[src/rtl/mdu_sched.sv]
// HI/LO scheduler for a multiply/divide unit: accepts MULT/DIV requests, launches the
// multicycle unit, commits its result to HI/LO, and trips a sticky watchdog if it hangs.
module mdu_sched #(
    parameter int unsigned WIDTH   = 32,
    parameter int unsigned TIMEOUT = 64
) (
    input  logic             clk,
    input  logic             reset,
    input  logic             flush,
    input  logic             req_valid,
    input  logic [2:0]       req_op,
    input  logic [WIDTH-1:0] req_a,
    input  logic [WIDTH-1:0] req_b,
    output logic             stall,
    output logic [WIDTH-1:0] hi,
    output logic [WIDTH-1:0] lo,
    output logic             done,
    output logic             mc_start,
    output logic [1:0]       mc_type,
    output logic [WIDTH-1:0] mc_a,
    output logic [WIDTH-1:0] mc_b,
    input  logic             mc_ok,
    input  logic [WIDTH-1:0] mc_hi,
    input  logic [WIDTH-1:0] mc_lo,
    output logic             wd_err
);

    localparam int unsigned      CNT_W   = $clog2(TIMEOUT + 1);
    localparam logic [CNT_W-1:0] CNT_MAX = CNT_W'(TIMEOUT);

    typedef enum logic [1:0] {StIdle, StIssue, StWait, StWrite} state_e;

    state_e           r_state, w_state_d;
    logic [WIDTH-1:0] r_hi, w_hi_d;
    logic [WIDTH-1:0] r_lo, w_lo_d;
    logic [WIDTH-1:0] r_res_hi, w_res_hi_d;
    logic [WIDTH-1:0] r_res_lo, w_res_lo_d;
    logic [WIDTH-1:0] r_a, w_a_d;
    logic [WIDTH-1:0] r_b, w_b_d;
    logic [1:0]       r_type, w_type_d;
    logic [CNT_W-1:0] r_cnt, w_cnt_d;
    logic             r_wd, w_wd_d;

    logic             w_md_op;
    logic             w_div0;
    logic [CNT_W-1:0] w_cnt_inc;
    logic             w_stall;
    logic             w_start;
    logic             w_done;

    assign w_md_op   = ~req_op[2];
    assign w_div0    = (req_op == 3'd2 || req_op == 3'd3) && (req_b == '0);
    assign w_cnt_inc = (r_cnt == CNT_MAX) ? r_cnt : r_cnt + CNT_W'(1);

    always_ff @(posedge clk or posedge reset) begin
        if (reset) begin
            r_state  <= StIdle;
            r_hi     <= '0;
            r_lo     <= '0;
            r_res_hi <= '0;
            r_res_lo <= '0;
            r_a      <= '0;
            r_b      <= '0;
            r_type   <= '0;
            r_cnt    <= '0;
            r_wd     <= 1'b0;
        end else begin
            r_state  <= w_state_d;
            r_hi     <= w_hi_d;
            r_lo     <= w_lo_d;
            r_res_hi <= w_res_hi_d;
            r_res_lo <= w_res_lo_d;
            r_a      <= w_a_d;
            r_b      <= w_b_d;
            r_type   <= w_type_d;
            r_cnt    <= w_cnt_d;
            r_wd     <= w_wd_d;
        end
    end

    always_comb begin
        w_state_d  = r_state;
        w_hi_d     = r_hi;
        w_lo_d     = r_lo;
        w_res_hi_d = r_res_hi;
        w_res_lo_d = r_res_lo;
        w_a_d      = r_a;
        w_b_d      = r_b;
        w_type_d   = r_type;
        w_cnt_d    = r_cnt;
        w_wd_d     = r_wd;
        w_stall    = 1'b0;
        w_start    = 1'b0;
        w_done     = 1'b0;

        unique case (r_state)
            StIdle: begin
                w_stall = req_valid & w_md_op & ~w_div0;
                if (req_valid && !flush) begin
                    if (w_md_op && !w_div0) begin
                        w_state_d = StIssue;
                        w_type_d  = req_op[1:0];
                        w_a_d     = req_a;
                        w_b_d     = req_b;
                    end else if (req_op == 3'd4) begin
                        w_hi_d = req_a;
                    end else if (req_op == 3'd5) begin
                        w_lo_d = req_a;
                    end
                end
            end
            StIssue: begin
                w_stall   = req_valid;
                w_start   = 1'b1;
                w_cnt_d   = '0;
                w_state_d = StWait;
            end
            StWait: begin
                w_stall = req_valid;
                w_cnt_d = w_cnt_inc;
                if (mc_ok) begin
                    w_res_hi_d = mc_hi;
                    w_res_lo_d = mc_lo;
                    w_state_d  = StWrite;
                end else if (w_cnt_inc == CNT_MAX) begin
                    w_wd_d    = 1'b1;
                    w_state_d = StIdle;
                end
            end
            StWrite: begin
                // The retiring request is released in the commit cycle.
                w_done    = 1'b1;
                w_hi_d    = r_res_hi;
                w_lo_d    = r_res_lo;
                w_state_d = StIdle;
            end
            default: w_state_d = StIdle;
        endcase

        if (flush) begin
            w_state_d = StIdle;
            w_start   = 1'b0;
            w_done    = 1'b0;
            w_hi_d    = r_hi;
            w_lo_d    = r_lo;
            w_wd_d    = r_wd;
        end
    end

    assign stall    = w_stall & ~reset;
    assign done     = w_done;
    assign mc_start = w_start;
    assign hi       = r_hi;
    assign lo       = r_lo;
    assign mc_type  = r_type;
    assign mc_a     = r_a;
    assign mc_b     = r_b;
    assign wd_err   = r_wd;

endmodule

[config.mk]
export PLATFORM = sky130hd
export DESIGN_NAME = mdu_sched
export DESIGN_NICKNAME = d
export VERILOG_FILES = /design/src/rtl/mdu_sched.sv
export SDC_FILE = /design/constraint.sdc
export NUM_CORES = 1
export LEC_CHECK = 0
export CORE_ASPECT_RATIO = 0.75
export CORE_UTILIZATION = 38
export DETAILED_ROUTE_END_ITERATION = 8
export MAX_ROUTING_LAYER = met4
export PLACE_DENSITY = 0.68
export SLEW_MARGIN = 5
export SYNTH_ARGS = -nofsm -noshare
export SYNTH_HDL_FRONTEND = slang
export SYNTH_SLANG_ARGS = --single-unit
[constraint.sdc]
create_clock -name clk -period 11.96 [get_ports clk]
set_input_delay 3.588 -clock clk [delete_from_list [all_inputs] [get_ports clk]]
set_output_delay 3.588 -clock clk [all_outputs]
set_load 0.05 [all_outputs]
# ---- Word-level counts from Yosys, hierarchy flattened
# Index checks and enable logic that the tools add are counted.
# W data, S select, Z words.
dict set report totals {
  regBits 204
  latch_bits 0
  mem_bits_rw 0
  mem_bits_ro 0
  in_bits 136
  n_memories 0
}
dict set report classes {
  n_mul 0
  bitwise_logic 8
  shifts 0
  reduce_logical 17
  div 0
  order_cmp 0
  n_eq_ne 17
  n_mux 22
  n_addsub 1
}
# cell count
set op_table {}
lappend op_table {{$mux W32} 7}
lappend op_table {{$pmux W32 S2} 2}
lappend op_table {{$logic_not A32 Y1} 1}
lappend op_table {{$eq A7 B7 Y1 const B} 2}
lappend op_table {{$pmux W7 S2} 1}
lappend op_table {{$mux W2} 5}
lappend op_table {{$ne A2 B2 Y1 const B} 5}
lappend op_table {{$pmux W2 S4} 1}
lappend op_table {{$add A7 B1 Y7 const B} 1}
lappend op_table {{$mux W7} 1}
lappend op_table {{$eq A3 B2 Y1 const B} 2}
lappend op_table {{$eq A3 B3 Y1 const B} 2}
lappend op_table {{$ne A3 B3 Y1 const B} 2}
lappend op_table {{$reduce_and A3 Y1} 2}
lappend op_table {{$reduce_and A6 Y1} 1}
lappend op_table {{$not A1 Y1} 5}
lappend op_table {{$reduce_and A5 Y1} 1}
lappend op_table {{$eq A2 B2 Y1 const B} 2}
lappend op_table {{$mux W1} 4}
lappend op_table {{$ne A4 B4 Y1 const B} 1}
lappend op_table {{$reduce_and A4 Y1} 1}
lappend op_table {{$reduce_bool A2 Y1} 2}
lappend op_table {{$and A1 B1 Y1} 3}
lappend op_table {{$logic_and A1 B1 Y1} 3}
lappend op_table {{other kinds (7)} 8}

# ---- Depth between registers and ports, before layout
# Gate-level depths: netlist of the first run.
dict set report logic_depth {
  ltp_word 9
  ltp_mapped 8
  mapped_depth_nobuf 8
}

# ---- Least setup slack after synthesis of the first run
# OpenSTA, ideal clock, no wires.
dict set report synth_path {
  kind {input to output}
  startpoint {input req_b[25]}
  endpoint {output stall}
  path_buffers 0
  setup_slack_ns 3.000
  stages 5
  required_time_ns 8.372
  t_arrival_ns 5.372
  cell_sequence {nor4_1 > nand4_1 > or4_1 > a31oi_1 > nor4_1}
}
dict set report synth_via {
  elab_chain_cells 6
}
# item line_no
set synth_rtl {}
lappend synth_rtl {{from (decl)} 13} ;# input logic [WIDTH-1:0] req_b,
lappend synth_rtl {{$logic_not A32 Y1} 52} ;# assign w_div0 = (req_op == 3'd2 || req_op == 3'd3) && (req_b == '0);
lappend synth_rtl {{$logic_and A1 B1 Y1} 52}
lappend synth_rtl {{$not A1 Y1} 98} ;# w_stall = req_valid & w_md_op & ~w_div0;
lappend synth_rtl {{$and A1 B1 Y1} 98}
lappend synth_rtl {{$pmux W1 S2} 96} ;# unique case (r_state)
lappend synth_rtl {{$and A1 B1 Y1} 150} ;# assign stall = w_stall & ~reset;
lappend synth_rtl {{to (decl)} 14} ;# output logic stall,
# No other way between the ends.

# ---- Worst setup path in the final report of the first run
dict set report layout_path {
  startpoint {input req_b[27]}
  endpoint {output stall}
}
# The elaborated chain is that of the path after synthesis.

==> results.py, run 1 <==
metrics = {
    "cts": {
        "cts_sinks": 204,
        "clockBufferDepth": 3,
        "cts_max_level": 1,
        "root_buffer": "clkbuf_16",
        "insertion_delay_ps": 510,
        "numCtsBuffers": 22,
        "cts_resized": 0,
        "hold_buffers": 0,
        "worst_setup_hold_path_clk_slew_ps": 60,
        "post-cts-setup-buffers": 0,
        "tritoncts": "built",
    },
    "detailed_routing": {
        "drt.antenna.violating_nets": 0,
        "dr.pass1.iters": 6,
        "wirelength_um": 22300,
        "routedWlPerCell_um": 17.7,
        "avgViaCountPerCell": 4.95,
        "drc_errors": 0,
        "drt-initial-drc-count": 288,
        "vias": 6253,
    },
    "floorplan": {
        "dieArea_um2": 22900,
        "die_h_um": 131,
        "ioPinCount": 270,
        "start_util_pct": 39.4,
        "coreArea_um2": 21500,
        "num_rows": 46,
        "die_x_um": 175,
    },
    "synthesis": {
        "syn_nets": 844,
        "synth-seq-area-share_pct": 60.1,
        "synth_cells": 701,
        "yosys_warnings": 0,
        "netlist_area_um2": 8490,
        "syn_area_per_cell_um2": 12.1,
        "ys_seq_elements": 204,
        "synthDistinctLibCells": 43,
    },
    "grt": {
        "antenna_found_initial": 1,
        "grt_usage_pct": 20.3,
        "grt_overflow_total": 0,
        "use_met1_pct": 27.7,
        "grt-busiest-layer": "met2",
        "first_global_vias": 6562,
        "grt_pass1_wl_um": 36200,
        "grt_use_met3_pct": 5.90,
        "use_met2_pct": 29.9,
        "grt_max_degree": 132,
    },
    "timing": {
        "setup_tns_ps": 0,
        "clock_skew_ps": 17.2,
        "grt_setup_unrepaired": "false",
        "period_minus_slack_ps": 9780,
        "setup_violations": 0,
        "relSlewSlack_pct": 33.7,
        "finalMaxSlewViolations": 0,
        "holdWs_ps": 476,
        "setup_slack_ps": 2180,
        "maxClockFrequency_ghz": 0.102,
        "hold_violations": 0,
        "tightest_slew_ps": 995,
        "layout_worst_path_cycle_share_pct": 81.8,
    },
    "worst_setup_path": {
        "cp.required_ps": 8370,
        "crit_path_end_kind": "primary output",
        "cp_cell_sequence": "clkdlybuf4s50_1 -> nor4_1 -> nand4_1 -> or4_1 -> a31oi_1 -> nor4_1 -> clkdlybuf4s50_1",
        "cp.arrival_ps": 6190,
        "cp-start-kind": "input port",
        "slowest_stage": "clkdlybuf4s50_1",
        "critPathKind": "in -> out",
        "critPathMaxFanout": 2,
        "cp_slowest_stage_delay_ps": 730,
    },
    "pwr": {
        "p_per_area_nw_per_um2": 309,
        "irDropWorstVdd_mv": 0.156,
        "leakagePower_nw": 5.09,
    },
    "layout": {
        "syn2layout_area_growth_pct": 43.8,
        "postLayoutCellArea_um2": 12200,
        "final_cells": 1262,
        "drive_gt1_share_pct": 18.4,
        "final_common_cell": "clkdlybuf4s50_1",
        "fin_nets": 1101,
        "final_cell_mix": "269 x clkdlybuf4s50_1, 204 x dfrtp_1, 127 x mux2_2, 99 x a21oi_1, 49 x nand2_1",
    },
    "placed_design": {
        "post-place-ws_ps": 2220,
        "dp.cells": 1222,
        "gp_congestion": 0.829,
        "placed_area_um2": 11400,
        "io_buffers": 269,
        "hpwl_um": 15100,
    },
    "min_path": {
        "hp-class": "reg -> reg",
    },
    "flow_run": {
        "cap_viol_max_count": 0,
    },
    "run_status": {
        "status": "finished clean",
    },
}
where the power goes:
group          switching, W  internal (W)  total, W
clock              0.000277      0.000433  0.000710
combinational       0.00118      0.000677   0.00186
sequential         0.000174       0.00102   0.00120
final cells by class:
type	instances	area, µm²
timing repair buffer	275	2740
antenna	1	2.50
clock buffer	33	672
tap	288	360
sequential	204	5100
fill	1837	9320
multi-input combinational	447	3190
clock inverter	6	97.6
inverter	8	37.5
per-layer routing:
metal,up-vias,routed length [µm]
met5,-,0
met4,0,496
met3,34,1690
met2,179,9690
met1,3066,10500
li1,2974,-
stage by stage:
step           total power, W  utilization [%]
2_1_floorplan         0.00241                -
3_3_place_gp          0.00306             53.1
3_5_place_dp          0.00308             53.1
4_1_cts               0.00380             56.7
5_1_grt               0.00396             56.7
6_report              0.00377             56.7
registers in the layout, summed over array words and instances, names as in the netlist:
name      cells
hi           32
r_res_lo     32
mc_a         32
mc_b         32
r_res_hi     32
lo           32
r_cnt         7
wd_err        1
mc_type       2
r_state       2
worst paths after layout:
kind,depth (start not counted),to,start,slack (ps)
worst max-delay path,7,stall,req_b[27],2180
worst min-delay path,2,hi[22],hi[22],480
worst max register to register,7,lo[14],r_state[1],9330
worst min register to register,2,hi[22],hi[22],480
max in group asynchronous,3,mc_a[28],reset,6790
min in group asynchronous,2,mc_b[11],reset,3640
cells in the mapped netlist:
master / number / area share (%)
dfrtp_1: 204 / 60
mux2_2: 127 / 17
a21oi_1: 99 / 5.8
nand2_1: 51 / 2.3
o21ai_0: 42 / 2.5
nor2b_1: 36 / 2.7
nor2_1: 35 / 1.5
clkbuf_1: 32 / 1.4
inv_1: 8 / 0.35
nor4_1: 8 / 0.59
ha_1: 7 / 1.0
buf_6: 5 / 0.66
nand3_1: 5 / 0.29
mux2_1: 4 / 0.53
buf_2: 3 / 0.18
nand3b_1: 3 / 0.27
a21o_1: 2 / 0.18
nand4_1: 2 / 0.15
o22ai_1: 2 / 0.15
o31ai_1: 2 / 0.18
or3_1: 2 / 0.15
a211oi_1: 1 / 0.088
a21bo_2: 1 / 0.12
a21boi_0: 1 / 0.088
a31o_1: 1 / 0.10
a31o_2: 1 / 0.10
a31oi_1: 1 / 0.074
a41oi_1: 1 / 0.10
and3_1: 1 / 0.074
buf_1: 1 / 0.044
buf_4: 1 / 0.088
nand2b_1: 1 / 0.074
nor3_1: 1 / 0.059
nor4b_1: 1 / 0.10
o21bai_1: 1 / 0.088
o311ai_0: 1 / 0.10
o32ai_1: 1 / 0.10
o41ai_1: 1 / 0.10
o41ai_2: 1 / 0.19
or2_1: 1 / 0.074
or4_1: 1 / 0.088
or4b_4: 1 / 0.16
xor2_1: 1 / 0.10
critical path: cells and delay by family:
kind,cells,cell delay (ps)
buf+inv,2,1160
compound gates,1,190
simple gates,4,1250
cell families (layout without fill, tap and decap cells):
logic type,Yosys count,in the layout,share of synthesized area (%)
adder cells (fa/ha/maj),7,7,1.03
AO/OA/AOI/OAI,159,159,10.1
XOR/XNOR,1,1,0.103
AND/OR/NAND/NOR,149,149,8.53
multiplexers,131,131,17.4
buffers and inverters,50,322,2.74
flip-flops,204,204,60.1
other,0,1,0
Note: power is estimated with default switching activity, not from simulation.
==> run 2: changes to the inputs <==
==> constraint.sdc (replaced) <==
create_clock -name clk -period 9.7 [get_ports clk]
set_input_delay 2.91 -clock clk [delete_from_list [all_inputs] [get_ports clk]]
set_output_delay 2.91 -clock clk [all_outputs]
set_load 0.05 [all_outputs]
==> run 2 against run 1 <==
Net effect:
- sequential cell count did not move
- non-clock buffer count did not move
- routed wire length rose by 0.36%
- core utilization fell by 0.43 points
- worst setup slack got worse by 900 ps
- die area did not move
- clock-buffer cell count fell by 1
- largest cell class unchanged
- largest power group unchanged
- via count fell by 0.58%
- highest routed layer unchanged
==> results.py, run 2 (synthesis results as in run 1) <==
metrics = {
    "run_status": {
        "status": "finished clean",
    },
    "floorplan": {
        "num_rows": 46,
        "ioPinCount": 270,
        "start_util_pct": 39.4,
        "die_x_um": 175,
        "dieArea_um2": 22900,
        "coreArea_um2": 21500,
        "die_h_um": 131,
    },
    "timing": {
        "grt_setup_unrepaired": "false",
        "setup_violations": 0,
        "setup_tns_ps": 0,
        "maxClockFrequency_ghz": 0.119,
        "tightest_slew_ps": 1010,
        "hold_violations": 0,
        "finalMaxSlewViolations": 0,
        "layout_worst_path_cycle_share_pct": 86.9,
        "relSlewSlack_pct": 32.8,
        "clock_skew_ps": 14.0,
        "period_minus_slack_ps": 8430,
    },
    "flow_run": {
        "cap_viol_max_count": 0,
    },
    "grt": {
        "grt_usage_pct": 20.5,
        "grt_pass1_wl_um": 36300,
        "antenna_found_initial": 1,
        "first_global_vias": 6572,
        "grt_max_degree": 134,
        "grt_overflow_total": 0,
    },
    "worst_setup_path": {
        "rr_startpoint": "r_state[1]",
        "cp-start-kind": "input port",
        "critPathMaxFanout": 2,
        "cp.arrival_ps": 5520,
        "crit_path_end_kind": "primary output",
        "r2r-end": "lo[23]",
        "critPathKind": "in -> out",
        "reg2regPathDepth": 7,
        "cp.required_ps": 6790,
        "ff2ff_setup_slack_ps": 7010,
    },
    "min_path": {
        "min_from": "hi[8]",
        "hold_end": "hi[8]",
        "hp-class": "reg -> reg",
        "holdPathStages": 2,
    },
    "layout": {
        "fillers": 1873,
        "final_cell_mix": "269 x clkdlybuf4s50_1, 204 x dfrtp_1, 127 x mux2_2, 99 x a21oi_1, 49 x nand2_1",
        "final_common_cell": "clkdlybuf4s50_1",
        "sequential_cell_area_um2": 5100,
        "drive_gt1_share_pct": 18.0,
        "syn2layout_area_growth_pct": 42.7,
        "post-route-util_pct": 56.3,
        "fin_nets": 1101,
        "multiInputGateArea_um2": 3190,
    },
    "cts": {
        "cts_sinks": 204,
        "post-cts-setup-buffers": 0,
        "tritoncts": "built",
        "root_buffer": "clkbuf_16",
        "cts_max_level": 1,
        "insertion_delay_ps": 500,
        "cts_resized": 0,
        "hold_buffers": 0,
        "clockBufferDepth": 3,
        "numCtsBuffers": 22,
        "worst_setup_hold_path_clk_slew_ps": 60,
    },
    "placed_design": {
        "hpwl_um": 15200,
        "io_buffers": 269,
        "gp_congestion": 0.823,
    },
    "detailed_routing": {
        "drt.antenna.violating_nets": 0,
        "wirelength_um": 22400,
        "dr.pass1.iters": 4,
        "drt-initial-drc-count": 260,
        "avgViaCountPerCell": 4.94,
        "drc_errors": 0,
        "vias": 6217,
        "routedWlPerCell_um": 17.8,
    },
    "pwr": {
        "leakagePower_nw": 5.04,
        "irDropWorstVdd_mv": 0.195,
        "p_per_area_nw_per_um2": 376,
    },
}
==> run 2: changes by cell type in the layout (fill, tap and decap cells not counted), sizes merged <==
cell and change:
bufinv -2, clkbuf -1, clkinv -1, clkinvlp +1
inv -1
==> run 2: stage by stage <==
stage          total power [W]  cell area, µm²  std cells  setup slack, ps  hold WS [ps]
5_1_grt                0.00479           12100       1258             1260           514
3_5_place_dp           0.00379           11400       1222             1330           470
6_report               0.00456           12100       1258             1270           475
2_1_floorplan          0.00298            8490        701             1220           480
3_3_place_gp           0.00378           11400       1222             1370           460
4_1_cts                0.00460           12100       1257             1320           483
==> run 2: critical path, cell delays in order <==
cell and delay [ps]:
clkdlybuf4s50_1 440, nor4_1 380, nand4_1 250, or4_1 550, a31oi_1 170, nor4_1 70
clkdlybuf4s50_1 730
==> run 2: cell type report <==
type                       instances  area share, %
multi-input combinational        447           26.4
antenna                            1         0.0207
inverter                           8          0.310
tap                              288           2.98
sequential                       204           42.1
clock buffer                      32           5.35
timing repair buffer             275           22.6
clock inverter                     3          0.238
==> run 2: worst max-delay path by stage <==
| stage | from | endpoint | slack (ps) | cells past startpoint |
|---|---|---|---|---|
| floorplan | reset | hi[0] | 1220 | 1 |
| global placement | req_b[27] | stall | 1370 | 7 |
| detailed placement | req_b[27] | stall | 1330 | 7 |
| CTS | req_b[27] | stall | 1320 | 7 |
| global route | req_b[8] | stall | 1260 | 7 |
| finish | req_b[27] | stall | 1270 | 7 |
==> run 2: power by group <==
group,internal (W),switching (W)
clock network,0.000460,0.000331
registers,0.00126,0.000213
logic,0.000835,0.00146
total,0.00256,0.00200
==> run 2: layer usage <==
metal  vias to the layer above  global-route usage (%)  routed length [µm]
met3                        26                    6.05                1690
met2                       185                    30.0                9820
li1                       2970                       -                   -
met5                         -                       -                   0
met1                      3036                    27.9               10600
met4                         0                    4.73                 327
==> run 3: changes to the inputs <==
--- a/config.mk
+++ b/config.mk
@@ -6,10 +6,9 @@
 export NUM_CORES = 1
 export LEC_CHECK = 0
 export CORE_ASPECT_RATIO = 0.75
-export CORE_UTILIZATION = 38
+export CORE_UTILIZATION = 30
 export DETAILED_ROUTE_END_ITERATION = 8
 export MAX_ROUTING_LAYER = met4
-export PLACE_DENSITY = 0.68
 export SLEW_MARGIN = 5
 export SYNTH_ARGS = -nofsm -noshare
 export SYNTH_HDL_FRONTEND = slang
==> run 3 against run 2 <==
Net effect:
- non-clock buffer count did not move
- routed wire length rose by 4.1%
- register-to-register slack improved by 80 ps
- sequential cell count did not move
- core utilization fell by 11 points
- total power rose by 1.0%
- critical endpoint unchanged
- via count barely moved
- clock power rose by 6.2%
- first-iteration DRC count fell by 11%
- final area rose by 1.4%
- largest cell class unchanged
==> results.py, run 3 (synthesis results as in run 1) <==
metrics = {
    "pwr": {
        "power.total_w": 0.00460,
        "irDropWorstVdd_mv": 0.188,
        "p_per_area_nw_per_um2": 375,
        "leakagePower_nw": 5.06,
    },
    "grt": {
        "use_met1_pct": 22.1,
        "first_global_vias": 6500,
        "grt_use_met3_pct": 4.86,
        "grt_max_degree": 129,
        "grt_usage_pct": 16.6,
        "grt_pass1_wl_um": 36700,
        "grt_overflow_total": 0,
        "grt-busiest-layer": "met2",
        "use_met2_pct": 24.8,
        "antenna_found_initial": 3,
    },
    "timing": {
        "tightest_slew_ps": 1040,
        "period_minus_slack_ps": 8460,
        "layout_worst_path_cycle_share_pct": 87.3,
        "clock_skew_ps": 16.2,
        "grt_setup_unrepaired": "false",
        "setup_violations": 0,
        "hold_violations": 0,
        "relSlewSlack_pct": 30.6,
        "holdWs_ps": 473,
        "maxClockFrequency_ghz": 0.118,
        "finalMaxSlewViolations": 0,
        "setup_tns_ps": 0,
    },
    "placed_design": {
        "io_buffers": 269,
        "gp_congestion": 0.798,
        "hpwl_um": 15800,
        "dp.cells": 1312,
        "placed_area_um2": 11500,
    },
    "cts": {
        "root_buffer": "clkbuf_16",
        "post-cts-setup-buffers": 0,
        "worst_setup_hold_path_clk_slew_ps": 60,
        "cts_sinks": 204,
        "cts_max_level": 1,
        "numCtsBuffers": 22,
        "cts_resized": 0,
        "insertion_delay_ps": 510,
        "clockBufferDepth": 3,
        "tritoncts": "built",
        "hold_buffers": 0,
    },
    "worst_setup_path": {
        "cp.arrival_ps": 5550,
        "critPathKind": "in -> out",
        "critPathMaxFanout": 2,
        "crit_path_end_kind": "primary output",
        "reg2regPathDepth": 6,
        "cp.required_ps": 6790,
        "cp-start-kind": "input port",
    },
    "layout": {
        "syn2layout_area_growth_pct": 44.7,
        "fillers": 2518,
        "final_common_cell": "clkdlybuf4s50_1",
        "sequential_cell_area_um2": 5100,
        "drive_gt1_share_pct": 18.1,
        "postLayoutCellArea_um2": 12300,
        "final_cell_mix": "269 x clkdlybuf4s50_1, 204 x dfrtp_1, 127 x mux2_2, 99 x a21oi_1, 49 x nand2_1",
        "multiInputGateArea_um2": 3190,
        "final_cells": 1354,
        "fin_nets": 1101,
    },
    "detailed_routing": {
        "drc_errors": 0,
        "drt-initial-drc-count": 231,
        "routedWlPerCell_um": 17.2,
        "avgViaCountPerCell": 4.59,
        "wirelength_um": 23300,
        "vias": 6213,
        "dr.pass1.iters": 5,
        "drt.antenna.violating_nets": 0,
    },
    "floorplan": {
        "num_rows": 52,
        "ioPinCount": 270,
        "die_h_um": 148,
        "dieArea_um2": 29000,
        "die_x_um": 196,
        "coreArea_um2": 27400,
        "start_util_pct": 31.0,
    },
    "min_path": {
        "holdPathStages": 2,
        "hp-class": "reg -> reg",
    },
    "flow_run": {
        "cap_viol_max_count": 0,
    },
    "run_status": {
        "status": "finished clean",
    },
}
-- run 3: cell count changes in the layout (fill, tap and decap cells not counted), sizes merged --
cell / delta
bufinv: +1
clkbuf: +3
diode: +2
-- run 3: final cells by class --
class	count	share of cell area [%]
well taps	378	3.85
clock buffers	35	5.45
diodes	3	0.0611
multi-input cells	447	26.0
flip-flops and latches	204	41.6
repair buffers	275	22.3
clock inverters	4	0.479
inverters	8	0.306
-- run 3: critical path, cell delays in order --
cell and delay (ps):
clkdlybuf4s50_1 420, nor4_1 400, nand4_1 240, or4_1 540, a31oi_1 220, nor4_1 80, clkdlybuf4s50_1 730
-- run 3: final timing paths --
check	endpoint	slack, ps	from
worst min register to register	hi[3]	470	hi[3]
worst max-delay path	stall	1240	req_b[27]
worst max register to register	lo[11]	7090	r_state[0]
worst min-delay path	hi[3]	470	hi[3]
min in group asynchronous	mc_b[23]	3010	reset
max in group asynchronous	mc_b[31]	5110	reset
-- run 3: power by group --
group          internal [W]  leakage [nW]  switching [W]
Clock              0.000499         0.354       0.000340
Sequential          0.00126          2.45       0.000213
Combinational      0.000835          2.25        0.00146
-- run 3: through the flow --
| stage | setup slack, ps | utilization [%] |
|---|---|---|
| floorplan | 1220 | - |
| global placement | 1270 | 42.1 |
| detailed placement | 1250 | 42.1 |
| CTS | 1240 | 44.8 |
| global route | 1150 | 44.8 |
| finish | 1240 | 44.8 |
-- run 3: routing by layer --
| metal | part of all wire (%) | wire, µm |
|---|---|---|
| met1 | 46 | 10800 |
| met2 | 44 | 10200 |
| met3 | 7.5 | 1740 |
| met4 | 2.3 | 537 |
| met5 | 0 | 0 |
